[src/rtl/csr_unit_if.sv]
// CSR request/response bundle between the pipeline (master) and the CSR sequencer (slave).
interface csr_unit_if #(
    parameter int XLEN = 32
);
    logic            csr_req_i;
    logic [11:0]     csr_addr_i;
    logic [1:0]      csr_control_i;
    logic            csr_src_i;
    logic [4:0]      rs1_idx_i;
    logic [XLEN-1:0] rs1_data_i;
    logic [XLEN-1:0] csr_rdata_o;
    logic            csr_done_o;
    logic            csr_busy_o;
    logic            csr_illegal_o;

    modport master (
        output csr_req_i, csr_addr_i, csr_control_i, csr_src_i, rs1_idx_i, rs1_data_i,
        input  csr_rdata_o, csr_done_o, csr_busy_o, csr_illegal_o
    );

    modport slave (
        input  csr_req_i, csr_addr_i, csr_control_i, csr_src_i, rs1_idx_i, rs1_data_i,
        output csr_rdata_o, csr_done_o, csr_busy_o, csr_illegal_o
    );
endinterface

[src/rtl/csr_unit.sv]
// Machine-mode CSR storage (mscratch, mcycle, minstret) with a two-cycle read-modify-write
// sequencer.
//  state | meaning
//  IDLE  | waiting for a CSR request; accepting one latches the old value and asserts busy
//  RMW   | commits the write at the end of this cycle; done/illegal/rdata presented
module csr_unit #(
    parameter int          XLEN         = 32,
    parameter logic [31:0] MSCRATCH_RST = 32'h0
) (
    input  logic       clk_i,
    input  logic       rst_n_i,
    csr_unit_if.slave  bus,
    input  logic       instr_retire_i
);
    localparam logic [1:0] CSR_NA    = 2'b00;
    localparam logic [1:0] CSR_PASS  = 2'b01;
    localparam logic [1:0] CSR_SET   = 2'b10;
    localparam logic [1:0] CSR_CLEAR = 2'b11;
    localparam logic       CSR_SRC_IMM = 1'b1;

    typedef enum logic {IDLE, RMW} state_t;

    state_t          state_q, state_d;
    logic [11:0]     addr_q;
    logic [XLEN-1:0] old_q, operand_q, rdata_q, mscratch_q;
    logic [1:0]      ctrl_q;
    logic            we_q, illegal_q;
    logic [63:0]     mcycle_q, minstret_q;

    logic [XLEN-1:0] rd_val, operand, new_val;
    logic            mapped, is_alias, suppress, illegal_d, accept, commit;

    always_comb begin
        state_d = state_q;
        accept  = 1'b0;
        case (state_q)
            IDLE: if (bus.csr_req_i) begin
                accept  = 1'b1;
                state_d = RMW;
            end
            RMW: state_d = IDLE;
            default: state_d = IDLE;
        endcase
    end

    always_comb begin
        rd_val   = '0;
        mapped   = 1'b1;
        is_alias = 1'b0;
        case (bus.csr_addr_i)
            12'h340: rd_val = mscratch_q;
            12'hB00: rd_val = XLEN'(mcycle_q[31:0]);
            12'hB80: rd_val = XLEN'(mcycle_q[63:32]);
            12'hB02: rd_val = XLEN'(minstret_q[31:0]);
            12'hB82: rd_val = XLEN'(minstret_q[63:32]);
            12'hC00: begin rd_val = XLEN'(mcycle_q[31:0]);    is_alias = 1'b1; end
            12'hC80: begin rd_val = XLEN'(mcycle_q[63:32]);   is_alias = 1'b1; end
            12'hC02: begin rd_val = XLEN'(minstret_q[31:0]);  is_alias = 1'b1; end
            12'hC82: begin rd_val = XLEN'(minstret_q[63:32]); is_alias = 1'b1; end
            default: mapped = 1'b0;
        endcase
    end

    // SET/CLEAR with the x0/zero-uimm field is a pure read, whichever source is selected.
    always_comb begin
        operand   = (bus.csr_src_i == CSR_SRC_IMM) ? {{(XLEN-5){1'b0}}, bus.rs1_idx_i}
                                                   : bus.rs1_data_i;
        suppress  = ((bus.csr_control_i == CSR_SET) || (bus.csr_control_i == CSR_CLEAR))
                    && (bus.rs1_idx_i == 5'd0);
        illegal_d = !mapped || (bus.csr_control_i == CSR_NA) || (is_alias && !suppress);
    end

    always_comb begin
        case (ctrl_q)
            CSR_SET:   new_val = old_q | operand_q;
            CSR_CLEAR: new_val = old_q & ~operand_q;
            default:   new_val = operand_q;
        endcase
        commit = (state_q == RMW) && we_q;
    end

    always_ff @(posedge clk_i or negedge rst_n_i) begin
        if (!rst_n_i) begin
            state_q   <= IDLE;
            addr_q    <= '0;
            old_q     <= '0;
            operand_q <= '0;
            ctrl_q    <= CSR_NA;
            we_q      <= 1'b0;
            illegal_q <= 1'b0;
            rdata_q   <= '0;
        end else begin
            state_q <= state_d;
            if (accept) begin
                addr_q    <= bus.csr_addr_i;
                old_q     <= rd_val;
                operand_q <= operand;
                ctrl_q    <= bus.csr_control_i;
                we_q      <= !illegal_d && !suppress;
                illegal_q <= illegal_d;
                rdata_q   <= illegal_d ? '0 : rd_val;
            end else begin
                rdata_q <= '0;
            end
        end
    end

    // A committed write to one counter half replaces the increment for that cycle.
    always_ff @(posedge clk_i or negedge rst_n_i) begin
        if (!rst_n_i) begin
            mscratch_q <= XLEN'(MSCRATCH_RST);
            mcycle_q   <= '0;
            minstret_q <= '0;
        end else begin
            if (commit && addr_q == 12'h340) mscratch_q <= new_val;

            if (commit && addr_q == 12'hB00)      mcycle_q[31:0]  <= new_val[31:0];
            else if (commit && addr_q == 12'hB80) mcycle_q[63:32] <= new_val[31:0];
            else                                  mcycle_q        <= mcycle_q + 64'd1;

            if (commit && addr_q == 12'hB02)      minstret_q[31:0]  <= new_val[31:0];
            else if (commit && addr_q == 12'hB82) minstret_q[63:32] <= new_val[31:0];
            else if (instr_retire_i)              minstret_q        <= minstret_q + 64'd1;
        end
    end

    assign bus.csr_busy_o    = accept;
    assign bus.csr_done_o    = (state_q == RMW);
    assign bus.csr_illegal_o = (state_q == RMW) && illegal_q;
    assign bus.csr_rdata_o   = rdata_q;
endmodule

[src/flat_wrapper.sv]
// flat-port wrapper written by rule: the top's interface ports become plain ports
module csr_unit_flat 
#(
    parameter int          XLEN         = 32,
    parameter logic [31:0] MSCRATCH_RST = 32'h0
)
  (clk_i, rst_n_i, instr_retire_i, bus_csr_req_i, bus_csr_addr_i, bus_csr_control_i, bus_csr_src_i, bus_rs1_idx_i, bus_rs1_data_i, bus_csr_rdata_o, bus_csr_done_o, bus_csr_busy_o, bus_csr_illegal_o);
  csr_unit_if #(.XLEN(XLEN)) bus_i ();
  input  logic clk_i;
  input  logic rst_n_i;
  input  logic instr_retire_i;
  input wire logic [$bits(bus_i.csr_req_i)-1:0] bus_csr_req_i;
  input wire logic [$bits(bus_i.csr_addr_i)-1:0] bus_csr_addr_i;
  input wire logic [$bits(bus_i.csr_control_i)-1:0] bus_csr_control_i;
  input wire logic [$bits(bus_i.csr_src_i)-1:0] bus_csr_src_i;
  input wire logic [$bits(bus_i.rs1_idx_i)-1:0] bus_rs1_idx_i;
  input wire logic [$bits(bus_i.rs1_data_i)-1:0] bus_rs1_data_i;
  output wire logic [$bits(bus_i.csr_rdata_o)-1:0] bus_csr_rdata_o;
  output wire logic [$bits(bus_i.csr_done_o)-1:0] bus_csr_done_o;
  output wire logic [$bits(bus_i.csr_busy_o)-1:0] bus_csr_busy_o;
  output wire logic [$bits(bus_i.csr_illegal_o)-1:0] bus_csr_illegal_o;
  assign bus_i.csr_req_i = bus_csr_req_i;
  assign bus_i.csr_addr_i = bus_csr_addr_i;
  assign bus_i.csr_control_i = bus_csr_control_i;
  assign bus_i.csr_src_i = bus_csr_src_i;
  assign bus_i.rs1_idx_i = bus_rs1_idx_i;
  assign bus_i.rs1_data_i = bus_rs1_data_i;
  assign bus_csr_rdata_o = bus_i.csr_rdata_o;
  assign bus_csr_done_o = bus_i.csr_done_o;
  assign bus_csr_busy_o = bus_i.csr_busy_o;
  assign bus_csr_illegal_o = bus_i.csr_illegal_o;
  csr_unit #(.XLEN(XLEN), .MSCRATCH_RST(MSCRATCH_RST)) u_core (.clk_i(clk_i), .rst_n_i(rst_n_i), .bus(bus_i), .instr_retire_i(instr_retire_i));
endmodule
[config.mk]
export PLATFORM = sky130hd
export DESIGN_NAME = csr_unit_flat
export DESIGN_NICKNAME = d
export VERILOG_FILES = /design/src/rtl/csr_unit_if.sv /design/src/rtl/csr_unit.sv /design/src/flat_wrapper.sv
export SDC_FILE = /design/constraint.sdc
export NUM_CORES = 1
export LEC_CHECK = 0
export CAP_MARGIN = 5
export CORE_MARGIN = 4
export CORE_UTILIZATION = 65
export DETAILED_ROUTE_END_ITERATION = 16
export GPL_ROUTABILITY_DRIVEN = 0
export HOLD_SLACK_MARGIN = 0.08
export PLACE_DENSITY_LB_ADDON = 0.05
export SYNTH_ARGS = -nofsm -noshare
export SYNTH_HDL_FRONTEND = slang
export SYNTH_SLANG_ARGS = --single-unit
[constraint.sdc]
create_clock -name clk_i -period 4.68 [get_ports clk_i]
set_input_delay 0.468 -clock clk_i [delete_from_list [all_inputs] [get_ports clk_i]]
set_output_delay 0.468 -clock clk_i [all_outputs]
set_load 0.02 [all_outputs]
==> key figures <==
Clock network
  – Worst-Skew Late Latency: 0.56 ns
  – Clock buffer depth: 3
  – CTS Root Cell: clkbuf_16
  – Post_cts resized: 0
  – CTS sink count: 273
  – H-tree depth: 1
  – CTS tree: built
  – Clk pin slew, worst setup/hold paths: 0.06 ns
  – CTS Buf Count: 29

Pwr
  – Combinational power share: 0.100
  – Worst vdd ir: 0.3414 mV
  – Switch share: 0.2667
  – Clk pwr share: 0.419
  – Sw power: 1.418 mW
  – PwrDens: 318.8 nW/um2
  – Sequential power share: 0.481
  – Internal: 3.898 mW
  – Static leakage: 6.641 nW

Layout
  – Nets@finish: 1733
  – Fill cell count: 1564
  – Number of diodes: 0
  – Share of cells above drive strength 1: 0.07960
  – Layout area overhead: 14.01%

Synth
  – Synth top area share: 0.4670
  – Leading area contributor after synthesis: dfrtp_1
  – Synth top cells by count: dfrtp_1 (273), nand2_1 (269), o21ai_0 (153)
  – Seq/Total Area, Yosys: 0.4670
  – Synth Register Bits: 273
  – Post-synth EDFFs: 0
  – Synthesized Nets: 1670
  – Top post-synthesis cells by area: dfrtp_1 (47%), nand2_1 (6.9%), o21ai_0 (5.2%)
  – Post-synthesis async set-or-reset flop share: 1.000
  – YS warnings: 0
  – Cell Area, Synth: 14630 um2
  – Cells after synthesis: 1612
  – Synth unique cells: 70
  – Most common cell in the netlist: dfrtp_1
  – Syn Area/Cell: 9.074 um2
  – Top_reg_cell synth: dfrtp_1

Routing
  – Mean routed wirelength per cell: 23.49 um
  – DR iter-0 viols: 1860
  – # DRC: 0
  – Vias: 13667
  – Vias/cell: 6.916
  – Routed Antenna Nets: 0
  – Final WL: 46410 um
  – DR pass1 iterations: 8

Setup path
  – CP Capture Type: flip-flop
  – Startpoint Class: flip-flop
  – Worst R2R Path Depth: 6
  – Worst path cell trace: or4_1, or4_1, nor2_1, nor2_1, a21boi_0, nor3_1
  – Critical path buffers and inverters: 0
  – Crit path max-delay family: simple AND/OR/NAND/NOR gates
  – Req. time, crit path: 5.14 ns
  – Worst Path Arrival: 3.73 ns
  – CP max stage delay: 1.02 ns
  – Worst path slowest cell: or4_1
  – Worst Setup SP: u_core.addr_q[3]$_DFFE_PN0P_
  – Critical path depth in cells: 6
  – Reg2reg setup slack: 1.41 ns
  – Critical path fanouts, max: 22
  – Reg2Reg Launch Point: u_core.addr_q[3]$_DFFE_PN0P_
  – Crit path capture: u_core.mcycle_q[26]$_DFFE_PN0P_
  – CP Class: flip-flop to flip-flop
  – Reg2reg end: u_core.mcycle_q[26]$_DFFE_PN0P_

Global routing
  – Largest net degree at the start of global routing: 125
  – First-pass GRT wire length: 72190 um
  – GRT Util Overall: 0.3720
  – Vias in the first global route: 12819
  – Global route overflow: 0
  – Antenna violations before repair: 0

STA
  – RSZ-0062 raised after global routing: no
  – Period utilization: 0.6989
  – Highest Clock Rate: 305.7 MHz
  – Hold slack: 0.4743 ns
  – Pin slew with the least headroom to its limit: 1.301 ns
  – Rel. slew slack: 0.1258
  – Clock Skew: 0.01618 ns
  – Setup violations, final: 0
  – Post-route setup TNS: 0 ns
  – Max-slew violations: 0
  – Fin. Hold Viols: 0
  – Worst setup margin: 1.409 ns
  – Fin crit period: 3.271 ns

Die
  – Die H: 158.0 um
  – Core ar.: 21960 um2
  – Row count: 54
  – Die W: 158.0 um
  – Io pins: 91
  – DIE AREA: 24970 um2
  – Initial Util: 0.6662

Run
  – Max Cap Viol: 0

Place
  – DP HPWL: 32270 um
  – IO buf count: 90
  – Pre-CTS WS: 1.520 ns

Run status
  – Status: finished clean

Min path
  – Hold_sp: u_core.addr_q[5]$_DFFE_PN0P_
  – Worst hold stages: 2
  – Worst min-delay path class: flip-flop to flip-flop
worst register-to-register path, cell delays in order, from the launching register on:
cell,delay (ns)
dfrtp_1,0.37
or4_1,0.68
or4_1,1.02
nor2_1,0.70
nor2_1,0.07
a21boi_0,0.14
nor3_1,0.20
through the flow:
stage	util	instances	area, um2	power, mW
2_1_floorplan	-	1612	14630	2.830
3_3_place_gp	0.7174	1923	15750	3.090
3_5_place_dp	0.7174	1923	15750	3.103
4_1_cts	0.7595	1976	16680	5.298
5_1_grt	0.7595	1976	16680	5.459
6_report	0.7595	1976	16680	5.316
repair_timing:
item	CTS	global route
buffers inserted	0	0
hold buffers	1	0
endpoints found under the hold margin	72	0
cell families (layout without fill, tap and decap cells):
family	Yosys count	count (layout)	synth area share
AO/OA/AOI/OAI	381	381	0.1564
AND/OR/NAND/NOR	716	716	0.2329
flip-flops	273	273	0.4670
XOR/XNOR	50	50	0.02994
adder cells (fa/ha/maj)	2	2	0.001710
multiplexers	75	75	0.07921
buffers and inverters	115	199	0.03276
state kept, by name, summed over array words and instances, names as in the netlist:
name	count
u_core.minstret_q	64
u_core.ctrl_q	2
u_core.bus.csr_done_o	1
u_core.old_q	32
u_core.bus.csr_rdata_o	32
u_core.addr_q	12
u_core.operand_q	32
u_core.mcycle_q	64
u_core.illegal_q	1
u_core.mscratch_q	32
u_core.we_q	1
how the worst min path moves through the flow:
stage	slack (ns)	end
floorplan	0.17	u_core.addr_q[0]$_DFFE_PN0P_
global placement	0.45	u_core.addr_q[10]$_DFFE_PN0P_
detailed placement	0.46	u_core.addr_q[5]$_DFFE_PN0P_
CTS	0.48	u_core.addr_q[5]$_DFFE_PN0P_
global route	0.49	u_core.addr_q[5]$_DFFE_PN0P_
finish	0.47	u_core.addr_q[5]$_DFFE_PN0P_
placed cells by master (no fill, tap or decap), types with 9 or more instances in the layout:
| master | Yosys | final |
|---|---|---|
| dfrtp_1 | 273 | 273 |
| nand2_1 | 269 | 269 |
| o21ai_0 | 153 | 153 |
| nor2_1 | 134 | 133 |
| a21oi_1 | 108 | 108 |
| clkdlybuf4s50_1 | 0 | 88 |
| nor3_1 | 68 | 67 |
| nand3_1 | 64 | 63 |
| mux2i_1 | 40 | 40 |
| xnor2_1 | 40 | 40 |
| nand4_1 | 34 | 34 |
| mux4_2 | 31 | 31 |
| buf_4 | 1 | 31 |
| nor4_1 | 31 | 30 |
| and3_1 | 30 | 29 |
| nand2b_1 | 30 | 29 |
| clkbuf_16 | 0 | 29 |
| a211oi_1 | 26 | 26 |
| inv_1 | 23 | 23 |
| a32oi_1 | 22 | 22 |
| xor2_1 | 10 | 10 |
| a221oi_1 | 10 | 10 |
| o221ai_1 | 10 | 10 |
| a32o_1 | 9 | 9 |
| clkbuf_8 | 2 | 9 |
metal layers:
metal / share of wire / vias up / global-route usage
met5: 0 / - / 0
met1: 0.40 / 6578 / 0.5552
met2: 0.43 / 975 / 0.5375
met3: 0.14 / 138 / 0.1009
li1: - / 5976 / -
met4: 0.034 / 0 / 0.1162
power groups by stage:
stage	Combinational [mW]	Sequential, mW	Clock (mW)
after CTS	0.518	2.55	2.23
after detailed placement	0.512	2.59	0
after floorplan	0.290	2.54	0
after global placement	0.503	2.59	0
after global routing	0.573	2.56	2.32
final	0.533	2.56	2.23
cell type report:
cell class | count | area [um2] | area share
inverter | 25 | 93.84 | 0.005627
tap | 280 | 350.3 | 0.02101
multi-input combinational | 1224 | 7345 | 0.4404
clock buffer | 46 | 879.6 | 0.05274
sequential | 273 | 6832 | 0.4096
timing repair buffer | 122 | 1144 | 0.06857
clock inverter | 6 | 33.78 | 0.002026
Note: power is estimated with default switching activity, not from simulation.
